[src/rtl/snes_multi_pad.sv]
// SNES controller poller: drives shared LATCH/PULSE to up to four pads, shifts in
// their serial buttons and reports per-frame state plus press/release edges.
module snes_multi_pad #(
  parameter int NUM_PADS  = 2,
  parameter int NUM_BITS  = 12,
  parameter int HALF      = 300,
  parameter int AUTO_POLL = 1,
  parameter int POLL_DIV  = 833333
) (
  input  logic                         CLOCK,
  input  logic                         RESET_N,
  input  logic                         START,
  input  logic [NUM_PADS-1:0]          DATA,
  output logic                         LATCH,
  output logic                         PULSE,
  output logic [NUM_PADS*NUM_BITS-1:0] BUTTONS,
  output logic [NUM_PADS*NUM_BITS-1:0] PRESSED,
  output logic [NUM_PADS*NUM_BITS-1:0] RELEASED,
  output logic                         VALID,
  output logic                         BUSY
);

  localparam int W  = NUM_PADS * NUM_BITS;
  localparam int CW = $clog2(2 * HALF);
  localparam int IW = $clog2(NUM_BITS + 1);
  localparam int PW = $clog2(POLL_DIV);

  typedef enum logic [2:0] {S_IDLE, S_LATCH, S_PLOW, S_PHIGH, S_DONE} state_e;

  state_e               state_q, state_d;
  logic [CW-1:0]        cnt_q, cnt_d;
  logic [IW-1:0]        idx_q, idx_d;
  logic [PW-1:0]        poll_q, poll_d;
  logic [W-1:0]         samp_q, samp_d;
  logic [NUM_PADS-1:0]  sync1_q, sync2_q;
  logic                 latch_q, pulse_q, valid_q;
  logic [W-1:0]         buttons_q, buttons_d, pressed_q, pressed_d, released_q, released_d;
  logic                 poll_wrap, trig, sample_en;

  assign poll_wrap = (poll_q == PW'(POLL_DIV - 1));
  assign poll_d    = poll_wrap ? '0 : poll_q + PW'(1);
  assign trig      = START || ((AUTO_POLL != 0) && poll_wrap);

  always_comb begin
    state_d   = state_q;
    cnt_d     = cnt_q + CW'(1);
    idx_d     = idx_q;
    sample_en = 1'b0;
    unique case (state_q)
      S_IDLE: begin
        cnt_d = '0;
        if (trig) begin
          state_d = S_LATCH;
          idx_d   = '0;
        end
      end
      S_LATCH: begin
        if (cnt_q == CW'(2 * HALF - 1)) begin
          sample_en = 1'b1;
          cnt_d     = '0;
          if (NUM_BITS == 1) begin
            state_d = S_DONE;
          end else begin
            state_d = S_PLOW;
            idx_d   = IW'(1);
          end
        end
      end
      S_PLOW: begin
        if (cnt_q == CW'(HALF - 1)) begin
          cnt_d   = '0;
          state_d = S_PHIGH;
        end
      end
      S_PHIGH: begin
        if (cnt_q == CW'(HALF - 1)) begin
          sample_en = 1'b1;
          cnt_d     = '0;
          if (idx_q == IW'(NUM_BITS - 1)) begin
            state_d = S_DONE;
          end else begin
            state_d = S_PLOW;
            idx_d   = idx_q + IW'(1);
          end
        end
      end
      S_DONE: begin
        cnt_d   = '0;
        state_d = S_IDLE;
      end
      default: state_d = S_IDLE;
    endcase
  end

  // Only the bit at the current index is captured; other sample bits hold.
  always_comb begin
    samp_d = samp_q;
    if (sample_en) begin
      for (int unsigned p = 0; p < NUM_PADS; p++) begin
        for (int unsigned b = 0; b < NUM_BITS; b++) begin
          if (idx_q == IW'(b)) samp_d[p*NUM_BITS + b] = sync2_q[p];
        end
      end
    end
  end

  always_comb begin
    buttons_d  = buttons_q;
    pressed_d  = '0;
    released_d = '0;
    if (state_q == S_DONE) begin
      buttons_d  = ~samp_q;
      pressed_d  = ~samp_q & ~buttons_q;
      released_d = samp_q & buttons_q;
    end
  end

  // LATCH/PULSE are registered from the next state so they align with state_q.
  always_ff @(posedge CLOCK or negedge RESET_N) begin
    if (!RESET_N) begin
      state_q    <= S_IDLE;
      cnt_q      <= '0;
      idx_q      <= '0;
      poll_q     <= '0;
      samp_q     <= '1;
      sync1_q    <= '1;
      sync2_q    <= '1;
      latch_q    <= 1'b0;
      pulse_q    <= 1'b1;
      valid_q    <= 1'b0;
      buttons_q  <= '0;
      pressed_q  <= '0;
      released_q <= '0;
    end else begin
      state_q    <= state_d;
      cnt_q      <= cnt_d;
      idx_q      <= idx_d;
      poll_q     <= poll_d;
      samp_q     <= samp_d;
      sync1_q    <= DATA;
      sync2_q    <= sync1_q;
      latch_q    <= (state_d == S_LATCH);
      pulse_q    <= (state_d != S_PLOW);
      valid_q    <= (state_q == S_DONE);
      buttons_q  <= buttons_d;
      pressed_q  <= pressed_d;
      released_q <= released_d;
    end
  end

  assign LATCH    = latch_q;
  assign PULSE    = pulse_q;
  assign VALID    = valid_q;
  assign BUTTONS  = buttons_q;
  assign PRESSED  = pressed_q;
  assign RELEASED = released_q;
  assign BUSY     = (state_q != S_IDLE);

endmodule

[config.mk]
export PLATFORM = sky130hd
export DESIGN_NAME = snes_multi_pad
export DESIGN_NICKNAME = d
export VERILOG_FILES = /design/src/rtl/snes_multi_pad.sv
export SDC_FILE = /design/constraint.sdc
export NUM_CORES = 1
export LEC_CHECK = 0
export ABC_CLOCK_PERIOD_IN_PS = 3000
export CORE_ASPECT_RATIO = 0.8
export CORE_MARGIN = 5
export CORE_UTILIZATION = 45
export CTS_CLUSTER_DIAMETER = 100
export DETAILED_ROUTE_END_ITERATION = 10
export PLACE_DENSITY = 0.68
export SYNTH_ARGS = -nofsm -noshare
export SYNTH_HDL_FRONTEND = slang
export SYNTH_SLANG_ARGS = --single-unit
[constraint.sdc]
create_clock -name CLOCK -period 3 [get_ports CLOCK]
set_input_delay 0.3 -clock CLOCK [delete_from_list [all_inputs] [get_ports CLOCK]]
set_output_delay 0.3 -clock CLOCK [all_outputs]
set_load 0.02 [all_outputs]
==> flow_summary.json <==
{
  "final_layout_size_suffix_gt1_frac": 0.163,
  "outcome": "finished, final reports clean",
  "synth_compound_area_frac": 0.0457,
  "syn-mean-instance-area_um2": 12.1,
  "async_reset_ff_frac": 1.00,
  "dieArea_um2": 14800,
  "finalNetCount": 564,
  "hp-start": "DATA[1]",
  "clock-sinks": 140,
  "detail_route_met3_wl_um": 627,
  "drtIter0Drc": 224,
  "synthAdderAreaFrac": 0.0156,
  "synth_top_cell_by_area": "sky130_fd_sc_hd__dfrtp_1",
  "grt_max_degree": 79,
  "r2r_slack_ns": 0.32,
  "synthesis.area_um2": 5610,
  "number_of_synthesized_flops_with_an_enable_pin": 0,
  "cts-root-to-sink-buffers": 2,
  "detail_route.vias_per_cell": 5.05,
  "drtAntennaViolNets": 0,
  "final_cells": 736,
  "synthXorXnorAreaFrac": 0.0406,
  "postSynthRegisterBits": 140,
  "postRouteWirelength_mm": 11.1,
  "areaGrowthSynthToFinish_pct": 28.0,
  "placedInstanceArea_um2": 6580,
  "clock-skew-final_ns": 0.0120,
  "timing.critical_path.from_type": "flip-flop",
  "rr_worst_depth": 6,
  "cp.arrival_ns": 3.02,
  "diodes": 0,
  "synth_cells": 464,
  "cts_root_buf": "sky130_fd_sc_hd__clkbuf_16",
  "synthDistinctLibCells": 57,
  "max_cap_violations": 0,
  "core_area_um2": 12200,
  "wl_met2_mm": 5.30,
  "setup_violations_final": 0,
  "worstPathRequired_ns": 3.34,
  "worst_ir_drop_vdd_v": 0.000425,
  "register_area_share_after_synthesis": 0.631,
  "grt_pass1_vias": 3685,
  "simple_gate_share_of_the_synthesized_area": 0.191,
  "r2r_start": "cnt_q[4]",
  "layout_min_cycle_time_ns": 2.68,
  "grt_antenna_before_repair": 0,
  "synth.top_cells.by_area": "sky130_fd_sc_hd__dfrtp_1 (50%), sky130_fd_sc_hd__dfstp_2 (14%), sky130_fd_sc_hd__nor2_1 (4.0%), sky130_fd_sc_hd__mux2_1 (3.6%), sky130_fd_sc_hd__and3_1 (3.3%)",
  "clk_pin_slew_worst_paths_ns": 0.06,
  "crit_path_end_kind": "flip-flop",
  "die_width_um": 135,
  "yosys.area.top_type_share": 0.495,
  "tritoncts.num_buffers": 17,
  "dp.final_hpwl_mm": 7.48,
  "synth_warnings": 0,
  "gpl_congestion": 0.793,
  "synth_fp_nets": 476,
  "wl_met1_mm": 5.06,
  "power.static_leakage_nw": 3.32,
  "final_max_slew_viol_count": 0,
  "initial_utilization": 0.459,
  "fin_worst_hold_slack_ns": 0.297,
  "grt_setup_unrepaired": "false",
  "grt_use_total": 0.161,
  "totalNegativeSetupSlack_ns": 0,
  "top_level_ports": 81,
  "muxShareOfSynthArea": 0.0513,
  "dpl.cell_count": 703,
  "main_combinational_cell_family_by_area_after_synthesis": "simple AND/OR/NAND/NOR gates",
  "worst_hold_path_type": "in2reg",
  "number_of_cells_on_the_worst_hold_path": 1,
  "dominantRegCellSynth": "sky130_fd_sc_hd__dfrtp_1",
  "cts_h_tree_depth": 4,
  "end_point_of_the_worst_hold_path": "sync1_q[1]",
  "worst_slew_margin_rel": 0.546,
  "dieHeight_um": 110,
  "gr-total-overflow": 0,
  "cts_tree": "yes",
  "fmax_mhz": 373,
  "clk_latency_ns": 0.42,
  "top_signal_layer_used": "met4",
  "cts_setup_buffers": 0,
  "period_share": 0.894,
  "worst_r2r_endpoint": "samp_q[13]",
  "total_vias_in_the_final_route": 3718,
  "dr.pass1.iters": 4,
  "remaining_drc_errors": 0,
  "final_area_um2": 7170,
  "hold_viol_final": 0,
  "cp_max_fo": 8,
  "crit_type": "reg2reg",
  "powerDensity_nw_per_um2": 558,
  "portBuffers": 80,
  "wire_per_inst_um": 15.0,
  "rows": 36,
  "worst_slew_pin_slew_ns": 0.681,
  "wire_length_of_the_first_global_routing_pass_mm": 18.6
}
[cell usage after synthesis, types with 8 or more instances]
master / number
sky130_fd_sc_hd__dfrtp_1: 111
sky130_fd_sc_hd__nor2_1: 59
sky130_fd_sc_hd__and3_1: 30
sky130_fd_sc_hd__nor3_1: 30
sky130_fd_sc_hd__dfstp_2: 29
sky130_fd_sc_hd__a21oi_1: 24
sky130_fd_sc_hd__mux2_1: 18
sky130_fd_sc_hd__nand2_1: 17
sky130_fd_sc_hd__nand3_1: 15
sky130_fd_sc_hd__xor2_1: 15
sky130_fd_sc_hd__clkbuf_1: 12
sky130_fd_sc_hd__xnor2_1: 11
sky130_fd_sc_hd__nand3_2: 10
sky130_fd_sc_hd__inv_1: 8
[what timing repair did]
item / CTS / global route
hold buffers: 1 / 0
endpoints found under the hold margin: 68 / 0
resized for setup: 0 / 0
[placed cells by master (no fill, tap or decap), types with 3 or more instances in the layout]
master                            instances
sky130_fd_sc_hd__nand3_2                 10
sky130_fd_sc_hd__nand3_1                 15
sky130_fd_sc_hd__nor2_1                  59
sky130_fd_sc_hd__clkbuf_16               17
sky130_fd_sc_hd__ha_1                     7
sky130_fd_sc_hd__inv_1                    8
sky130_fd_sc_hd__clkdlybuf4s50_1         79
sky130_fd_sc_hd__nor2b_1                  3
sky130_fd_sc_hd__xor2_1                  15
sky130_fd_sc_hd__buf_4                    5
sky130_fd_sc_hd__nor4_1                   5
sky130_fd_sc_hd__dfstp_2                 29
sky130_fd_sc_hd__xnor2_1                 11
sky130_fd_sc_hd__clkinv_4                 4
sky130_fd_sc_hd__nand4_1                  5
sky130_fd_sc_hd__a21oi_1                 24
sky130_fd_sc_hd__nand2_1                 17
sky130_fd_sc_hd__and3_1                  30
sky130_fd_sc_hd__mux2_2                   4
sky130_fd_sc_hd__nand3b_1                 4
sky130_fd_sc_hd__o21ai_0                  4
sky130_fd_sc_hd__dfrtp_1                111
sky130_fd_sc_hd__nor3_1                  30
sky130_fd_sc_hd__mux2_1                  18
[worst max-delay path, cell delays in order, from the launching register on]
cell,delay [ns]
sky130_fd_sc_hd__dfrtp_1,0.42
sky130_fd_sc_hd__or4b_4,0.56
sky130_fd_sc_hd__or4_4,0.58
sky130_fd_sc_hd__o22ai_2,0.34
sky130_fd_sc_hd__buf_4,0.26
sky130_fd_sc_hd__nand3_2,0.11
sky130_fd_sc_hd__mux2_1,0.34
[kinds of logic after synthesis]
| group | Yosys count |
|---|---|
| AOI/OAI and AO/OA | 41 |
| xor gates and xnor gates | 26 |
| adders and majority gates | 7 |
| buffers and inverters | 28 |
| DFF | 140 |
| muxes | 25 |
| and+or+nand+nor | 197 |
[power breakdown]
group          total (mW)  leakage, nW  switching, mW  internal (mW)
Clock                2.06        0.281          0.807           1.25
Combinational      0.0442         1.24         0.0356        0.00855
Sequential           1.90         1.80        0.00552           1.90
[final cells by class]
cell class,count,area [um2]
clock buffers,20,447
clock inverters,12,138
fillers,1007,5030
inverters,10,37.5
multi-input cells,296,1930
flip-flops and latches,140,3540
well taps,171,214
repair buffers,87,870
[sequential cells by signal (all words and copies together) (netlist names)]
signal    count
state_q       3
sync1_q       2
BUTTONS      24
PULSE         1
LATCH         1
samp_q       24
RELEASED     24
PRESSED      24
cnt_q        10
idx_q         4
poll_q       20
VALID         1
sync2_q       2
[layer usage]
layer / vias to the layer above / global-route usage
met5: - / 0
met4: 0 / 0.0458
met3: 8 / 0.0572
met2: 76 / 0.258
met1: 1847 / 0.209
li1: 1787 / -
[worst max path at each step]
stage | start | endpoint | slack [ns] | cells past startpoint
2_1_floorplan | cnt_q[4] | samp_q[3] | 0.55 | 7
3_3_place_gp | cnt_q[4] | samp_q[15] | 0.34 | 6
3_5_place_dp | cnt_q[4] | samp_q[13] | 0.32 | 6
4_1_cts | cnt_q[4] | samp_q[13] | 0.32 | 6
5_1_grt | cnt_q[4] | samp_q[13] | 0.21 | 6
6_report | cnt_q[4] | samp_q[13] | 0.32 | 6
[through the flow]
| stage | worst slack, ns | utilization | total power [mW] |
|---|---|---|---|
| final | 0.318 | 0.588 | 4.00 |
| after global routing | 0.206 | 0.588 | 4.15 |
| after CTS | 0.318 | 0.588 | 4.05 |
| after detailed placement | 0.321 | 0.539 | 1.98 |
| after global placement | 0.340 | 0.539 | 1.98 |
| after floorplan | 0.550 | - | 1.93 |
Note: power is estimated with default switching activity, not from simulation.
